===== config.mk =====
export PLATFORM = sky130hd
export DESIGN_NAME = seg_595_scan_param_flat
export DESIGN_NICKNAME = d
export VERILOG_FILES = /design/src/rtl/seg_595_scan_param_if.sv /design/src/rtl/seg_595_scan_param.sv /design/src/flat_wrapper.sv
export SDC_FILE = /design/constraint.sdc
export NUM_CORES = 1
export LEC_CHECK = 0
export ABC_CLOCK_PERIOD_IN_PS = 6200
export CAP_MARGIN = 20
export CORE_AREA = 4 4 117 119
export CTS_CLUSTER_DIAMETER = 60
export DETAILED_ROUTE_END_ITERATION = 8
export DIE_AREA = 0 0 121 123
export PLACE_DENSITY = 0.84
export SYNTH_ARGS = -nofsm -noshare
export SYNTH_HDL_FRONTEND = slang
export SYNTH_SLANG_ARGS = --single-unit

===== constraint.sdc =====
create_clock -name sys_clk -period 6.2 [get_ports sys_clk]
set_clock_uncertainty 0.1 [all_clocks]
set_input_delay 1.86 -clock sys_clk [delete_from_list [all_inputs] [get_ports sys_clk]]
set_output_delay 1.86 -clock sys_clk [all_outputs]
set_load 0.01 [all_outputs]

===== src/rtl/seg_595_scan_param_if.sv =====
// Bus bundle between a host and the 74HC595 seven-segment scanner:
// display value/attributes in, serial chain control out.
interface seg_595_scan_param_if #(
  parameter int DIGITS   = 6,
  parameter int DATA_W   = 20,
  parameter int BRIGHT_W = 4
);
  logic [DATA_W-1:0]   data;
  logic [DIGITS-1:0]   point;
  logic                sign;
  logic                seg_en;
  logic [BRIGHT_W-1:0] bright;
  logic                ds;
  logic                shcp;
  logic                stcp;
  logic                oe;

  modport master (
    output data, point, sign, seg_en, bright,
    input  ds, shcp, stcp, oe
  );

  modport slave (
    input  data, point, sign, seg_en, bright,
    output ds, shcp, stcp, oe
  );
endinterface


===== src/rtl/seg_595_scan_param.sv =====
// Multiplexed seven-segment driver for a 74HC595 chain: binary-to-BCD
// conversion, leading-zero blanking with minus sign, serial frame shifting
// per digit slot and PWM brightness on the active-low output enable.
module seg_595_scan_param #(
  parameter int DIGITS   = 6,
  parameter int DATA_W   = 20,
  parameter int SCAN_CNT = 50000,
  parameter int BRIGHT_W = 4
) (
  input  logic                 sys_clk,
  input  logic                 sys_rst,
  seg_595_scan_param_if.slave  bus
);
  localparam int F      = 8 + DIGITS;
  localparam int BCD_W  = 4 * DIGITS;
  localparam int WORK_W = BCD_W + DATA_W;
  localparam int CNT_W  = $clog2(SCAN_CNT);
  localparam int IDX_W  = CNT_W - 2;
  localparam int K_W    = $clog2(DIGITS);
  localparam int BIT_W  = $clog2(DATA_W + 1);
  localparam logic [63:0] MAX_VAL = 64'(10 ** DIGITS) - 64'd1;
  localparam logic [BRIGHT_W-1:0] PWM_MAX = BRIGHT_W'((1 << BRIGHT_W) - 2);

  typedef enum logic [1:0] {ST_IDLE, ST_SHIFT, ST_DONE} conv_state_e;

  conv_state_e         state_q, state_d;
  logic [BIT_W-1:0]    bit_cnt_q, bit_cnt_d;
  logic [WORK_W-1:0]   work_q, work_d, adj;
  logic                ovf_q, ovf_d;
  logic [DIGITS-1:0]   cap_point_q, cap_point_d;
  logic                cap_sign_q, cap_sign_d, cap_en_q, cap_en_d;
  logic [BCD_W-1:0]    bcd_q, bcd_d;
  logic [DIGITS-1:0]   snap_point_q, snap_point_d;
  logic                snap_sign_q, snap_sign_d, snap_en_q, snap_en_d;

  logic [CNT_W-1:0]    cnt_scan_q, cnt_scan_d;
  logic [K_W-1:0]      k_q, k_d;
  logic [F-1:0]        frame_q, frame_d, new_frame;
  logic [IDX_W-1:0]    bit_idx;
  logic [BRIGHT_W-1:0] pwm_cnt_q, pwm_cnt_d;
  logic                ds_q, ds_d, shcp_q, shcp_d, stcp_q, stcp_d, oe_q, oe_d;

  logic [DIGITS-1:0]   blank, minus;
  logic                hi_zero;
  logic [3:0]          digit;
  logic                dig_blank, dig_minus, dig_point;
  logic [7:0]          seg;
  logic [DIGITS-1:0]   sel;

  function automatic logic [7:0] seg_of(input logic [3:0] v);
    case (v)
      4'd0:    seg_of = 8'hC0;
      4'd1:    seg_of = 8'hF9;
      4'd2:    seg_of = 8'hA4;
      4'd3:    seg_of = 8'hB0;
      4'd4:    seg_of = 8'h99;
      4'd5:    seg_of = 8'h92;
      4'd6:    seg_of = 8'h82;
      4'd7:    seg_of = 8'hF8;
      4'd8:    seg_of = 8'h80;
      4'd9:    seg_of = 8'h90;
      default: seg_of = 8'hFF;
    endcase
  endfunction

  // Converter FSM: capture, double-dabble, then commit BCD and attributes together.
  // Attributes are captured alongside data and only published at DONE so the
  // display never pairs a new point/sign with an old value.
  always_comb begin
    state_d      = state_q;
    bit_cnt_d    = bit_cnt_q;
    work_d       = work_q;
    ovf_d        = ovf_q;
    cap_point_d  = cap_point_q;
    cap_sign_d   = cap_sign_q;
    cap_en_d     = cap_en_q;
    bcd_d        = bcd_q;
    snap_point_d = snap_point_q;
    snap_sign_d  = snap_sign_q;
    snap_en_d    = snap_en_q;
    adj          = work_q;
    for (int unsigned i = 0; i < DIGITS; i++) begin
      if (work_q[DATA_W + 4*i +: 4] >= 4'd5) begin
        adj[DATA_W + 4*i +: 4] = work_q[DATA_W + 4*i +: 4] + 4'd3;
      end
    end
    case (state_q)
      ST_IDLE: begin
        work_d              = '0;
        work_d[DATA_W-1:0]  = bus.data;
        ovf_d               = (64'(bus.data) > MAX_VAL);
        cap_point_d         = bus.point;
        cap_sign_d          = bus.sign;
        cap_en_d            = bus.seg_en;
        bit_cnt_d           = '0;
        state_d             = ST_SHIFT;
      end
      ST_SHIFT: begin
        work_d    = {adj[WORK_W-2:0], 1'b0};
        bit_cnt_d = bit_cnt_q + 1'b1;
        if (bit_cnt_q == BIT_W'(DATA_W - 1)) begin
          state_d = ST_DONE;
        end
      end
      ST_DONE: begin
        bcd_d        = ovf_q ? {DIGITS{4'h9}} : work_q[DATA_W +: BCD_W];
        snap_point_d = cap_point_q;
        snap_sign_d  = cap_sign_q;
        snap_en_d    = cap_en_q;
        state_d      = ST_IDLE;
      end
      default: state_d = ST_IDLE;
    endcase
  end

  // Blanking map: a digit is dark when it and everything above it is zero with no point.
  always_comb begin
    blank   = '0;
    minus   = '0;
    hi_zero = 1'b1;
    for (int unsigned i = DIGITS - 1; i >= 1; i--) begin
      hi_zero  = hi_zero && (bcd_q[4*i +: 4] == 4'd0) && !snap_point_q[i];
      blank[i] = hi_zero;
    end
    for (int unsigned i = 1; i < DIGITS; i++) begin
      minus[i] = snap_sign_q && blank[i] && !blank[i-1];
    end
  end

  // Frame for the digit that the next slot will show.
  always_comb begin
    digit     = '0;
    dig_blank = 1'b0;
    dig_minus = 1'b0;
    dig_point = 1'b0;
    sel       = '0;
    for (int unsigned i = 0; i < DIGITS; i++) begin
      if (k_d == K_W'(i)) begin
        digit     = bcd_q[4*i +: 4];
        dig_blank = blank[i];
        dig_minus = minus[i];
        dig_point = snap_point_q[i];
        sel[i]    = 1'b1;
      end
    end
    if (dig_blank) begin
      seg = dig_minus ? 8'hBF : 8'hFF;
    end else begin
      seg = seg_of(digit) & (dig_point ? 8'h7F : 8'hFF);
    end
    new_frame = snap_en_q ? {seg, sel} : {8'hFF, {DIGITS{1'b0}}};
  end

  // Slot timing: outputs are registered from next-cycle counter values so they
  // line up with cnt_scan; bit i occupies slot cycles 4i..4i+3.
  always_comb begin
    cnt_scan_d = (cnt_scan_q == CNT_W'(SCAN_CNT - 1)) ? '0 : cnt_scan_q + 1'b1;
    k_d        = k_q;
    if (cnt_scan_q == CNT_W'(SCAN_CNT - 1)) begin
      k_d = (k_q == K_W'(DIGITS - 1)) ? '0 : k_q + 1'b1;
    end
    frame_d = (cnt_scan_d == '0) ? new_frame : frame_q;
    bit_idx = cnt_scan_d[CNT_W-1:2];
    ds_d    = 1'b0;
    shcp_d  = 1'b0;
    if (cnt_scan_d < CNT_W'(4 * F)) begin
      for (int unsigned i = 0; i < F; i++) begin
        if (bit_idx == IDX_W'(i)) begin
          ds_d = frame_d[i];
        end
      end
      shcp_d = cnt_scan_d[1];
    end
    stcp_d    = (cnt_scan_d == CNT_W'(4 * F));
    pwm_cnt_d = (pwm_cnt_q == PWM_MAX) ? '0 : pwm_cnt_q + 1'b1;
    oe_d      = !(pwm_cnt_d < bus.bright);
  end

  // Converter and snapshot registers.
  always_ff @(posedge sys_clk or posedge sys_rst) begin
    if (sys_rst) begin
      state_q      <= ST_IDLE;
      bit_cnt_q    <= '0;
      work_q       <= '0;
      ovf_q        <= 1'b0;
      cap_point_q  <= '0;
      cap_sign_q   <= 1'b0;
      cap_en_q     <= 1'b0;
      bcd_q        <= '0;
      snap_point_q <= '0;
      snap_sign_q  <= 1'b0;
      snap_en_q    <= 1'b0;
    end else begin
      state_q      <= state_d;
      bit_cnt_q    <= bit_cnt_d;
      work_q       <= work_d;
      ovf_q        <= ovf_d;
      cap_point_q  <= cap_point_d;
      cap_sign_q   <= cap_sign_d;
      cap_en_q     <= cap_en_d;
      bcd_q        <= bcd_d;
      snap_point_q <= snap_point_d;
      snap_sign_q  <= snap_sign_d;
      snap_en_q    <= snap_en_d;
    end
  end

  // Scan, frame, PWM and output registers.
  always_ff @(posedge sys_clk or posedge sys_rst) begin
    if (sys_rst) begin
      cnt_scan_q <= '0;
      k_q        <= '0;
      frame_q    <= {8'hFF, {DIGITS{1'b0}}};
      pwm_cnt_q  <= '0;
      ds_q       <= 1'b0;
      shcp_q     <= 1'b0;
      stcp_q     <= 1'b0;
      oe_q       <= 1'b1;
    end else begin
      cnt_scan_q <= cnt_scan_d;
      k_q        <= k_d;
      frame_q    <= frame_d;
      pwm_cnt_q  <= pwm_cnt_d;
      ds_q       <= ds_d;
      shcp_q     <= shcp_d;
      stcp_q     <= stcp_d;
      oe_q       <= oe_d;
    end
  end

  assign bus.ds   = ds_q;
  assign bus.shcp = shcp_q;
  assign bus.stcp = stcp_q;
  assign bus.oe   = oe_q;
endmodule


===== src/flat_wrapper.sv =====
// flat-port wrapper written by rule: the top's interface ports become plain ports
module seg_595_scan_param_flat 
#(
  parameter int DIGITS   = 6,
  parameter int DATA_W   = 20,
  parameter int SCAN_CNT = 50000,
  parameter int BRIGHT_W = 4
)
  (sys_clk, sys_rst, bus_data, bus_point, bus_sign, bus_seg_en, bus_bright, bus_ds, bus_shcp, bus_stcp, bus_oe);
  seg_595_scan_param_if #(.DIGITS(DIGITS), .DATA_W(DATA_W), .BRIGHT_W(BRIGHT_W)) bus_i ();
  input  logic sys_clk;
  input  logic sys_rst;
  input wire logic [$bits(bus_i.data)-1:0] bus_data;
  input wire logic [$bits(bus_i.point)-1:0] bus_point;
  input wire logic [$bits(bus_i.sign)-1:0] bus_sign;
  input wire logic [$bits(bus_i.seg_en)-1:0] bus_seg_en;
  input wire logic [$bits(bus_i.bright)-1:0] bus_bright;
  output wire logic [$bits(bus_i.ds)-1:0] bus_ds;
  output wire logic [$bits(bus_i.shcp)-1:0] bus_shcp;
  output wire logic [$bits(bus_i.stcp)-1:0] bus_stcp;
  output wire logic [$bits(bus_i.oe)-1:0] bus_oe;
  assign bus_i.data = bus_data;
  assign bus_i.point = bus_point;
  assign bus_i.sign = bus_sign;
  assign bus_i.seg_en = bus_seg_en;
  assign bus_i.bright = bus_bright;
  assign bus_ds = bus_i.ds;
  assign bus_shcp = bus_i.shcp;
  assign bus_stcp = bus_i.stcp;
  assign bus_oe = bus_i.oe;
  seg_595_scan_param #(.DIGITS(DIGITS), .DATA_W(DATA_W), .SCAN_CNT(SCAN_CNT), .BRIGHT_W(BRIGHT_W)) u_core (.sys_clk(sys_clk), .sys_rst(sys_rst), .bus(bus_i));
endmodule

* Word level (Yosys, flattened, before mapping)
Memories as Yosys holds them, arrays and structs flattened. Index checks and enable logic that the tools add are counted. W data, S select, Z words.
Word-level totals: flip-flop bits (word level) 133, ROM bits 112, input port bits 34, output and inout bits 4, word-level logic and storage cells 169, memories 1
Operators by class: add/subtract/negate cells 10, order comparisons 9, eq/ne operators 26, muxes and demuxes 65, bitwise operators 1, reductions and logical operators 38
Memory list:
- (name not given) | depth 16, bits a word 7, read ports 1, clocked after memory_dff 0, wr ports 0, RTL line seg_595_scan_param.sv:51 | case (v)
Operators by type and width (count):
- $pmux W44 S2 | 1
- $eq A14 B4 Y1 const B | 6
- $eq A14 B3 Y1 const B | 4
- $mux W4 | 12
- $mux W1 | 38
- $eq A14 B2 Y1 const B | 2
- $mux W14 | 2
- $ge A4 B3 Y1 const B | 6
- $mux W24 | 1
- $mux W8 | 3
- $add A4 B2 Y4 const B | 5
- $gt A20 B20 Y1 const B | 1
- $logic_not A4 Y1 | 5
- $logic_and A1 B1 Y1 | 18
- $add A16 B1 Y16 const B | 1
- $eq A16 B16 Y1 const B | 1
- $eq A16 B6 Y1 const B | 1
- $logic_not A16 Y1 | 1
- $lt A16 B6 Y1 const B | 1
- $mux W16 | 1
- $eq A14 B1 Y1 const B | 1
- $logic_not A14 Y1 | 1
- $logic_not A1 Y1 | 10
- $pmux W5 S2 | 1
- other kinds (21) | 26

* Depth between registers and ports, before layout
Gate-level depths: netlist of the first run.
depth after elaboration 35, gate-level depth with buffers 17

* Worst setup path before layout of the first run
No wires, ideal clock.
kind register to register, start point reg u_core.cnt_scan_q[0], end point reg u_core.ds_q, in the netlist u_core.bus.ds, setup time 0.128 ns, arrival time 3.348 ns, required time 5.972 ns, path slack 2.625 ns, stages on the path, launching flop included 14, cell sequence dfrtp_1 -> ha_1 -> buf_2 -> nand4b_1 -> o41a_1 -> a2111oi_2 -> a211oi_1 -> a222oi_1 -> inv_1 -> ha_1 -> a2111oi_0 -> a311oi_1 -> o2111ai_1 -> nand3_1
On the way: word-level cells in the longest chain between the ends 24
RTL lines:
- start: declaration | RTL line seg_595_scan_param.sv:36 | logic [CNT_W-1:0] cnt_scan_q, cnt_scan_d;
- start signal: assignment | RTL line seg_595_scan_param.sv:220 | cnt_scan_q <= cnt_scan_d;
- $eq A16 B16 Y1 | RTL line seg_595_scan_param.sv:157, seg_595_scan_param.sv:159
- $mux W3 | RTL line seg_595_scan_param.sv:159 | if (cnt_scan_q == CNT_W'(SCAN_CNT - 1)) begin
- $logic_not A3 Y1 | RTL line seg_595_scan_param.sv:138 | if (k_d == K_W'(i)) begin
- $mux W4 (6 in series) | RTL line seg_595_scan_param.sv:138
- $mem_v2 Z16 W7
- $mux W8 | RTL line seg_595_scan_param.sv:146 | if (dig_blank) begin
- $and A8 B8 Y8 | RTL line seg_595_scan_param.sv:149 | seg = seg_of(digit) & (dig_point ? 8'h7F : 8'hFF);
- $mux W8 | RTL line seg_595_scan_param.sv:146
- $mux W14 | RTL line seg_595_scan_param.sv:151 | new_frame = snap_en_q ? {seg, sel} : {8'hFF, {DIGITS{1'b0}}};
- $mux W14 | RTL line seg_595_scan_param.sv:162 | frame_d = (cnt_scan_d == '0) ? new_frame : frame_q;
- $mux W1 (8 in series) | RTL line seg_595_scan_param.sv:168 | if (bit_idx == IDX_W'(i)) begin
- $mux W1 * | RTL line seg_595_scan_param.sv:166 | if (cnt_scan_d < CNT_W'(4 * F)) begin
- via u_core.ds_d | RTL line seg_595_scan_param.sv:41 | logic ds_q, ds_d, shcp_q, shcp_d, stcp_q, stcp_d, oe_q, oe_d;
- end signal: assignment | RTL line seg_595_scan_param.sv:224 | ds_q <= ds_d;
- end: declaration | RTL line seg_595_scan_param.sv:41
Mark *: on every way through the listed nets, which the timed path passes. The rest lies on a longest branch. The select of a mux whose other input is x is not followed. A chain may end at the register's enable or synchronous reset.

* Final worst setup path of the first run
start point reg u_core.cnt_scan_q[5], end point reg u_core.ds_q, in the netlist u_core.bus.ds
The elaborated chain is that of the path after synthesis.

==> run summary, run 1 <==
status: finished, final reports clean
postcts setup bufs: 0
Congestion Overflow GR: 0
Syn. warnings: 0
CTS tree: built
switch share: 26.25%
max-slew violation count: 0
simple-gate share of the synthesized area: 20.52%
number of remaining DRC errors: 0
Cell Area, Synth: 7602 µm²
period utilization: 70.05%
Antenna Violating Nets Remaining: 0
drt pass-1 iters: 5
routed wire length per instance: 17.66 µm
peak supply drop: 0.2431 mV
WP buf/inv: 1
# H-tree levels: 4
RR Startpoint: u_core.cnt_scan_q[5]
largest buffer count on any clock path: 2
final setup fails: 0
worst reg-to-reg path cell count: 11
Comb pwr share: 10.8%
clock sinks: 133
Top delay family on crit path: compound AO/OA/AOI/OAI gates
number of max-cap violations: 0
most frequent CP cell: o2111ai_1
worst hold start: u_core.frame_q[2]
min Tclk post-route: 4.343 ns
CP Launch Type: register
Hold EP: u_core.frame_q[2]
Die X: 121 µm
CTS clk-pin slew, worst paths: 0.06 ns
core area: 12570 µm²
multi-input logic area: 3948 µm²
largest net degree at the start of global routing: 96
vias in the first global route: 6216
FF/Latch Area: 3341 µm²
layout cells sized above 1: 9.371%
CTS-repair resized insts: 0
Synth Instances: 849
drt total wl: 18.49 mm
Critical Path RT: 6.40 ns
Reg power frac: 42.6%
CTS buffer count: 17
Async S/R FF share, synth: 100.0%
fill count: 947
nets in the synthesized netlist: 903
vias: 6455
adder-cell share of the synthesized area: 3.292%
CTS Hold Buffers Added: 0
All-Layer GR Usage: 25.94%
mux cell area share after synthesis: 5.579%
Die ar.: 14880 µm²
prevailing post-synth register cell: dfrtp_1
Net Sw Power: 0.6152 mW
area grow syn2layout: 14.14%
measured slew at the worst slew-check pin: 0.9929 ns
WHS Path Cells: 2
most frequent cell after synthesis: nand2_1
reg2reg setup slack: 1.86 ns
final hold slack: 0.3743 ns
mean post-synth cell area: 8.954 µm²
DR vias/cell: 6.165
Leakage: 3.769 nW
post-synth top area share: 40.82%
hpwl dp: 12.51 mm
Clk pwr share: 46.6%
Synth area leader: dfrtp_1
DR iter-0 viols: 683
Int Pwr: 1.728 mW
crit path cell chain: nor4b_2 > nand4_1 > o2111ai_1 > a211oi_1 > a222oi_1 > inv_1 > ha_1 > a2111oi_0 > a311oi_1 > o2111ai_1 > nand3_1
initial core utilization: 60.49%
Final GP Congestion: 1.016
worst rel slew slack: 33.80%
FF-to-FF End: u_core.bus.ds
RSZ-0062 raised after global routing: no
Synth cell types: 75
TNS Setup: 0 ns
register area share after synthesis: 43.93%
# port buffers: 37
CP Max Fanout: 14
I/O Pins: 38
Critical Setup Path Class: register to register
top cells by area, synth: dfrtp_1 (41%), nand2_1 (6.3%), o21ai_0 (5.5%)
top cells by count, synth: nand2_1 (127), dfrtp_1 (124), o21ai_0 (84)
Worst-Skew Late Latency: 0.43 ns
die height: 123 µm
Nets: 916
Worst Setup End Kind: register
Ant. Diodes: 0
first-pass GRT wire length: 30.79 mm
antenna violations before repair: 0
xor/xnor cell area share of the yosys netlist: 3.325%
Slowest Stage Delay on Critical Path: 0.69 ns
PwrDens: 270.1 nW/µm²
Crit-path slowest cell: a222oi_1
Fmax: 230.3 MHz
Compound-Gate Fraction of Synth Area: 19.17%
number of enable-type register cells in the synthesized netlist: 0
final hold vios: 0
register bit total from synthesis: 133
largest family of logic cells by synthesized area: simple AND/OR/NAND/NOR gates
row cnt: 41
Tot Pwr: 2.343 mW
Root Buffer: clkbuf_16
WP data arrival: 4.54 ns
Hold Crit Class: register to register
## sequential cells by signal, summed over array words and instances (netlist names), 2 cells and up
| name | flops |
|---|---|
| u_core.bcd_q | 24 |
| u_core.bit_cnt_q | 5 |
| u_core.cap_point_q | 6 |
| u_core.cnt_scan_q | 16 |
| u_core.frame_q | 14 |
| u_core.k_q | 3 |
| u_core.pwm_cnt_q | 4 |
| u_core.snap_point_q | 6 |
| u_core.state_q | 2 |
| u_core.work_q | 44 |
## worst register-to-register path: stages (launching register included)
cell and delay (ns):
dfrtp_1 0.51, nor4b_2 0.59, nand4_1 0.63, o2111ai_1 0.30, a211oi_1 0.12, a222oi_1 0.69, inv_1 0.16, ha_1 0.25
a2111oi_0 0.40, a311oi_1 0.13, o2111ai_1 0.25, nand3_1 0.10
## stage by stage
stage	area [µm²]	instances	util, %	setup slack, ns
6_report	8677	1047	69.04	1.857
5_1_grt	8677	1047	69.04	1.352
4_1_cts	8677	1047	69.04	1.930
3_5_place_dp	8040	1015	63.97	1.996
3_3_place_gp	8040	1015	63.97	2.251
2_1_floorplan	7602	849	-	0.7005
## final cells by class
| cell class | instances | share of cell area, % |
|---|---|---|
| repair buffers | 43 | 4.787 |
| multi-input cells | 636 | 45.49 |
| flip-flops and latches | 133 | 38.50 |
| clock inverters | 12 | 2.192 |
| well taps | 172 | 2.480 |
| inverters | 31 | 1.399 |
| clock buffers | 20 | 5.148 |
## routing by layer
layer	GRT usage [%]	vias to the layer above	part of all wire [%]
met5	0	-	0
met4	10.34	0	3.0
met3	6.587	59	5.8
met2	42.51	243	49
met1	33.17	3086	42
li1	-	3067	-
## placed cells by master, fill, tap and decap left out, types with 6 or more instances in the layout
cell             instances
nor3_1                  19
dfrtp_1                123
o21ai_0                 84
clkbuf_16               17
inv_1                   29
a22o_1                  16
o31ai_1                 13
a211oi_1                 7
nand4_1                 18
nor4_1                   7
or2_2                    6
or3_1                    6
a21oi_1                 40
a21o_1                   6
xor2_1                   9
mux2i_1                 21
and3_1                   6
nor2_1                  68
dfstp_2                  9
xnor2_1                 18
nand2b_1                16
clkdlybuf4s50_1         37
a31oi_1                  9
nand2_1                127
buf_4                    6
nand3_1                 17
mux2_2                  19
ha_1                    20
## power groups by stage
stage,clock (mW),sequential (mW),combinational (mW)
after global routing,1.14,1.01,0.281
after CTS,1.10,0.996,0.250
after floorplan,0,0.984,0.177
after global placement,0,1.01,0.236
after detailed placement,0,1.01,0.246
final,1.09,0.999,0.253
## logic make-up (layout without fill, tap and decap cells)
kind of cell | after synthesis | after routing
and+or+nand+nor | 321 | 321
AOI/OAI and AO/OA | 227 | 227
adders and majority gates | 20 | 20
xor gates and xnor gates | 28 | 28
muxes | 40 | 40
buffers and inverters | 80 | 106
DFF | 133 | 133
## how the worst max path moves through the flow
stage                               from              end  slack [ns]  cells past startpoint
finish              u_core.cnt_scan_q[5]    u_core.bus.ds        1.86                     11
global route               u_core.k_q[0]    u_core.bus.ds        1.35                     11
CTS                 u_core.cnt_scan_q[0]    u_core.bus.ds        1.93                     12
detailed placement  u_core.cnt_scan_q[0]    u_core.bus.ds        2.00                     12
global placement           u_core.k_q[0]    u_core.bus.ds        2.25                     11
floorplan                        sys_rst  u_core.bcd_q[0]        0.70                      1
Power figures use the tool's default switching activity.
==> inputs of run 2 (changes only) <==
- ABC_CLOCK_PERIOD_IN_PS: 6200 -> 3900
- CORE_AREA: 4 4 117 119 -> 4 4 123 125
- DIE_AREA: 0 0 121 123 -> 0 0 127 129
- PLACE_DENSITY: 0.84 -> 0.8
- clock period: 6.2 -> 3.9 ns (I/O delays scaled with it)
==> run 2 against run 1 <==
Net effect: critical path type unchanged; core utilization shrank 5.2 points; setup slack worse by 1.7 ns; largest cell class unchanged; cell count up 2.9%; routed wire length is 2.6% lower; largest power group is now sequential cells; worst hold slack worse by 0.0014 ns; count of clock-buffer cells in the layout decreased by 3.
==> run summary, run 2 (synthesis results as in run 1) <==
status: finished, final reports clean
CTS clk-pin slew, worst paths: 0.06 ns (about the same)
Tot Pwr: 3.573 mW (+52%)
Hold EP: u_core.frame_q[5]
period utilization: 96.25% (+26 points)
CTS Hold Buffers Added: 0 (unchanged)
Ant. Diodes: 0 (unchanged)
FF-to-FF End: u_core.bus.ds
DR vias/cell: 6.019 (-2.4%)
drt total wl: 18.01 mm (-2.6%)
Congestion Overflow GR: 0 (unchanged)
Biggest register: u_core.work_q
CP Launch Type: register
I/O Pins: 38 (unchanged)
clock sinks: 133 (unchanged)
worst reg-to-reg path cell count: 11 (unchanged)
initial core utilization: 54.77% (-5.7 points)
Worst Setup End Kind: register
# port buffers: 37 (unchanged)
Hold Crit Class: register to register
PwrDens: 403.3 nW/µm² (+49%)
largest buffer count on any clock path: 2 (unchanged)
vias in the first global route: 6184 (-0.51%)
drt pass-1 iters: 5 (unchanged)
Root Buffer: clkbuf_16
worst hold start: u_core.frame_q[5]
Critical Setup Path Class: register to register
antenna violations before repair: 0 (unchanged)
max reg flops: 44 (unchanged)
max-slew violation count: 0 (unchanged)
min Tclk post-route: 3.754 ns (-0.5890 ns)
number of max-cap violations: 0 (unchanged)
hpwl dp: 12.80 mm (+2.3%)
layout cells sized above 1: 12.37% (+3.0 points)
peak supply drop: 0.4417 mV (+82%)
Cell Area, Placed: 8239 µm² (+2.5%)
largest net degree at the start of global routing: 67 (-30%)
number of remaining DRC errors: 0 (unchanged)
Nets: 939 (+2.5%)
CTS tree: built
vias: 6482 (+0.42%)
core area: 13880 µm² (+10%)
commonest non-fill, non-tap cell in the layout: nand2_1
WP data arrival: 3.96 ns (-0.58 ns)
Die X: 127 µm (+5.0%)
Die ar.: 16380 µm² (+10%)
Worst-Skew Late Latency: 0.43 ns (about the same)
Fmax: 266.4 MHz (+16%)
final non-filler cell area: 8859 µm² (+2.1%)
die height: 129 µm (+4.9%)
row cnt: 43 (+4.9%)
Leakage: 3.856 nW (+2.3%)
DR iter-0 viols: 615 (-10%)
reg2reg setup slack: 0.15 ns (-1.71 ns)
area grow syn2layout: 16.52%
commonest non-fill, non-tap cells in the layout: nand2_1 (127), dfrtp_1 (121), o21ai_0 (84)
measured slew at the worst slew-check pin: 0.9752 ns (-0.01770 ns)
# H-tree levels: 4 (unchanged)
worst rel slew slack: 34.98% (+1.2 points)
Critical Path RT: 4.10 ns (-2.30 ns)
Largest regs: u_core.work_q x44, u_core.bcd_q x24, u_core.cnt_scan_q x16
Antenna Violating Nets Remaining: 0 (unchanged)
Final GP Congestion: 0.9652 (-5.0%)
final hold slack: 0.3729 ns (-0.001400 ns)
routed wire length per instance: 16.72 µm (-5.3%)
WHS Path Cells: 2 (unchanged)
first-pass GRT wire length: 30.85 mm (+0.18%)
All-Layer GR Usage: 23.19% (-2.8 points)
CP Max Fanout: 7 (-7)
RR Startpoint: u_core.cnt_scan_q[12]
CTS buffer count: 17 (unchanged)
final setup fails: 0 (unchanged)
final hold vios: 0 (unchanged)
-- run 2: power by group --
| group | internal [mW] | leakage [nW] | switching (mW) |
|---|---|---|---|
| Clock | 0.942 | 0.273 | 0.629 |
| Combinational | 0.181 | 1.90 | 0.229 |
| Sequential | 1.48 | 1.68 | 0.110 |
-- run 2: per-layer routing --
metal / wire length (µm) / share of wire (%) / track usage, % / vias up
li1: - / - / - / 3124
met1: 7689 / 43 / 29.93 / 3063
met2: 8662 / 48 / 37.45 / 248
met3: 1101 / 6.1 / 5.396 / 47
met4: 554 / 3.1 / 10.41 / 0
met5: 0 / 0 / 0 / -
-- run 2: how the worst max path moves through the flow --
stage	start	to	depth (start not counted)
2_1_floorplan	u_core.cnt_scan_q[0]	u_core.bus.ds	13
3_3_place_gp	u_core.cnt_scan_q[12]	u_core.bus.ds	11
3_5_place_dp	u_core.cnt_scan_q[7]	u_core.bus.ds	11
4_1_cts	u_core.cnt_scan_q[12]	u_core.bus.ds	11
5_1_grt	u_core.cnt_scan_q[12]	u_core.bus.ds	11
6_report	u_core.cnt_scan_q[12]	u_core.bus.ds	11
-- run 2: area by class of cell --
type	instances	area, µm²
Inverter	31	120.1
Sequential cell	133	3343
Clock inverter	14	152.6
Tap cell	180	225.2
Timing Repair Buffer	66	613.1
Multi-Input combinational cell	636	3979
Clock buffer	17	425.4
Fill cell	1160	5022
-- run 2: worst max-delay path: stages, from the launching register on --
cell	delay [ns]
dfrtp_2	0.47
or4b_4	0.56
o41a_1	0.35
a2111oi_2	0.34
a211oi_1	0.09
a222oi_1	0.50
inv_1	0.14
ha_1	0.24
a2111oi_1	0.36
a311oi_1	0.14
o2111ai_1	0.24
nand3_1	0.10
-- run 2: through the flow --
stage          cells  utilization (%)  setup TNS (ns)  setup slack, ns
6_report        1077            63.82               0           0.1461
5_1_grt         1077            63.82        -0.01574         -0.01574
4_1_cts         1076            63.52               0          0.01729
3_5_place_dp    1045            59.36               0          0.07299
3_3_place_gp    1045            59.36               0           0.2162
2_1_floorplan    849                -               0           0.3248
-- run 2: repair_timing --
item,in CTS,in global routing
hold endpoints to repair,0,0
buffers inserted,0,1
gates resized for setup,0,8
setup endpoints to repair,0,2
==> inputs of run 3 (changes only) <==
--- a/config.mk
+++ b/config.mk
@@ -14,2 +14,3 @@
 export PLACE_DENSITY = 0.8
+export SKIP_LAST_GASP = 1
 export SYNTH_ARGS = -nofsm -noshare
--- a/constraint.sdc
+++ b/constraint.sdc
@@ -4,2 +4,2 @@
 set_output_delay 1.17 -clock sys_clk [all_outputs]
-set_load 0.01 [all_outputs]
+set_load 0.1 [all_outputs]
==> run 3 against run 2 <==
Net effect: total power grew 2.0%; die area is the same; clock power grew 6%; cell area grew 0.11%; flip-flop and latch count is the same; critical path depth is the same; combinational power shrank 3%; worst hold slack lost 0.0042 ns; sequential power is essentially flat; setup slack gained 0.047 ns; maximum frequency grew 1.3%; routed wire length shrank 2.1%; critical endpoint unchanged; largest cell class unchanged; largest power group is now clock.
==> run summary, run 3 (synthesis results as in run 1) <==
Hold Crit Class: register to register
Nets: 939 (unchanged)
Slowest Stage Delay on Critical Path: 0.56 ns (about the same)
CP Max Fanout: 7 (unchanged)
drt total wl: 17.64 mm (-2.1%)
core area: 13880 µm² (unchanged)
final setup fails: 0 (unchanged)
Critical Setup Path Class: register to register
Die X: 127 µm (unchanged)
Final GP Congestion: 0.9694 (+0.44%)
Crit-path slowest cell: or4b_4
initial core utilization: 54.77% (unchanged)
DR iter-0 viols: 569 (-7.5%)
Post-Layout Cell Count: 1077 (unchanged)
Top delay family on crit path: compound AO/OA/AOI/OAI gates
Fmax: 269.8 MHz (+1.3%)
reg2reg setup slack: 0.19 ns (+0.05 ns)
Worst Setup End Kind: register
TNS Setup: 0 ns (unchanged)
CTS clk-pin slew, worst paths: 0.06 ns (about the same)
final core occ: 63.89% (+0.072 points)
peak supply drop: 0.3250 mV (-26%)
largest net degree at the start of global routing: 126 (+88%)
period utilization: 95.05% (-1.2 points)
largest buffer count on any clock path: 2 (unchanged)
final hold slack: 0.3687 ns (-0.004182 ns)
measured slew at the worst slew-check pin: 1.002 ns (+0.02627 ns)
# H-tree levels: 4 (unchanged)
vias: 6425 (-0.88%)
antenna violations before repair: 0 (unchanged)
commonest non-fill, non-tap cells in the layout: nand2_1 (127), dfrtp_1 (121), o21ai_0 (84)
layout cells sized above 1: 12.82% (+0.45 points)
PwrDens: 411.0 nW/µm² (+1.9%)
WP buf/inv: 1 (unchanged)
commonest non-fill, non-tap cell in the layout: nand2_1
Ant. Diodes: 0 (unchanged)
max reg flops: 44 (unchanged)
Leakage: 3.887 nW (+0.81%)
Root Buffer: clkbuf_16
DR vias/cell: 5.966 (-0.88%)
max-slew violation count: 0 (unchanged)
# port buffers: 37 (unchanged)
clock sinks: 133 (unchanged)
row cnt: 43 (unchanged)
CTS tree: built
All-Layer GR Usage: 22.84% (-0.34 points)
I/O Pins: 38 (unchanged)
status: finished, final reports clean
Worst-Skew Late Latency: 0.42 ns (about the same)
vias in the first global route: 6270 (+1.4%)
area grow syn2layout: 16.66%
worst rel slew slack: 33.23% (-1.8 points)
Die ar.: 16380 µm² (unchanged)
Congestion Overflow GR: 0 (unchanged)
CTS buffer count: 17 (unchanged)
number of max-cap violations: 0 (unchanged)
crit path cell chain: or4b_4 > o41a_1 > a2111oi_2 > a211oi_1 > a222oi_1 > inv_1 > ha_1 > a2111oi_1 > a311oi_1 > o2111ai_1 > nand3_1
hpwl dp: 12.27 mm (-4.2%)
first-pass GRT wire length: 30.24 mm (-2.0%)
Biggest register: u_core.work_q
final hold vios: 0 (unchanged)
WP data arrival: 3.91 ns (-0.05 ns)
die height: 129 µm (unchanged)
drt pass-1 iters: 5 (unchanged)
Cell Area, Placed: 8202 µm² (-0.46%)
Largest regs: u_core.work_q x44, u_core.bcd_q x24, u_core.cnt_scan_q x16
routed wire length per instance: 16.38 µm (-2.1%)
placed cell count: 1043 (-0.19%)
min Tclk post-route: 3.707 ns (-0.04710 ns)
Antenna Violating Nets Remaining: 0 (unchanged)
Critical Path RT: 4.10 ns (about the same)
number of remaining DRC errors: 0 (unchanged)
final non-filler cell area: 8869 µm² (+0.11%)
CP Launch Type: register
## run 3: final cells by class
class	instances	area, µm²
inverter	31	120.1
multi-input combinational	636	3975
fill	1131	5012
clock buffer	20	466.7
timing repair buffer	66	590.6
tap	180	225.2
clock inverter	11	147.6
sequential	133	3343
## run 3: worst paths after layout
path	to	cells after the start	start
max in group asynchronous	u_core.cnt_scan_q[7]	3	sys_rst
max reg2reg	u_core.bus.ds	11	u_core.cnt_scan_q[12]
max	u_core.bus.ds	11	u_core.cnt_scan_q[12]
min	u_core.frame_q[2]	2	u_core.frame_q[2]
min reg2reg	u_core.frame_q[2]	2	u_core.frame_q[2]
min in group asynchronous	u_core.work_q[29]	2	sys_rst
## run 3: power by group
| part | switching, mW | leakage, nW | internal [mW] |
|---|---|---|---|
| registers | 0.108 | 1.68 | 1.48 |
| clock network | 0.603 | 0.303 | 1.06 |
| logic | 0.226 | 1.90 | 0.172 |
## run 3: through the flow
step / total power, mW / setup slack (ns)
floorplan: 1.851 / 0.3248
global placement: 1.984 / 0.2528
detailed placement: 1.995 / 0.1059
CTS: 3.657 / 0.07222
global route: 3.798 / -0.02569
finish: 3.645 / 0.1932
## run 3: metal layers
metal	routed length [µm]	track usage, %	vias to the layer above
li1	-	-	3126
met1	7690	29.20	3060
met2	8439	36.96	192
met3	915	5.106	47
met4	590	11.10	0
met5	0	0	-
## run 3: timing repair
action	4_1_cts	5_1_grt
hold buffers	0	0
endpoints found under the hold margin	0	0
setup buffers	0	3
endpoints found under the setup margin	0	2
resized for setup	0	7
## run 3: worst min-delay path: stages, from the launching register on
cell and delay (ns):
dfrtp_1 0.34, nand2_1 0.05, nand2_1 0.05
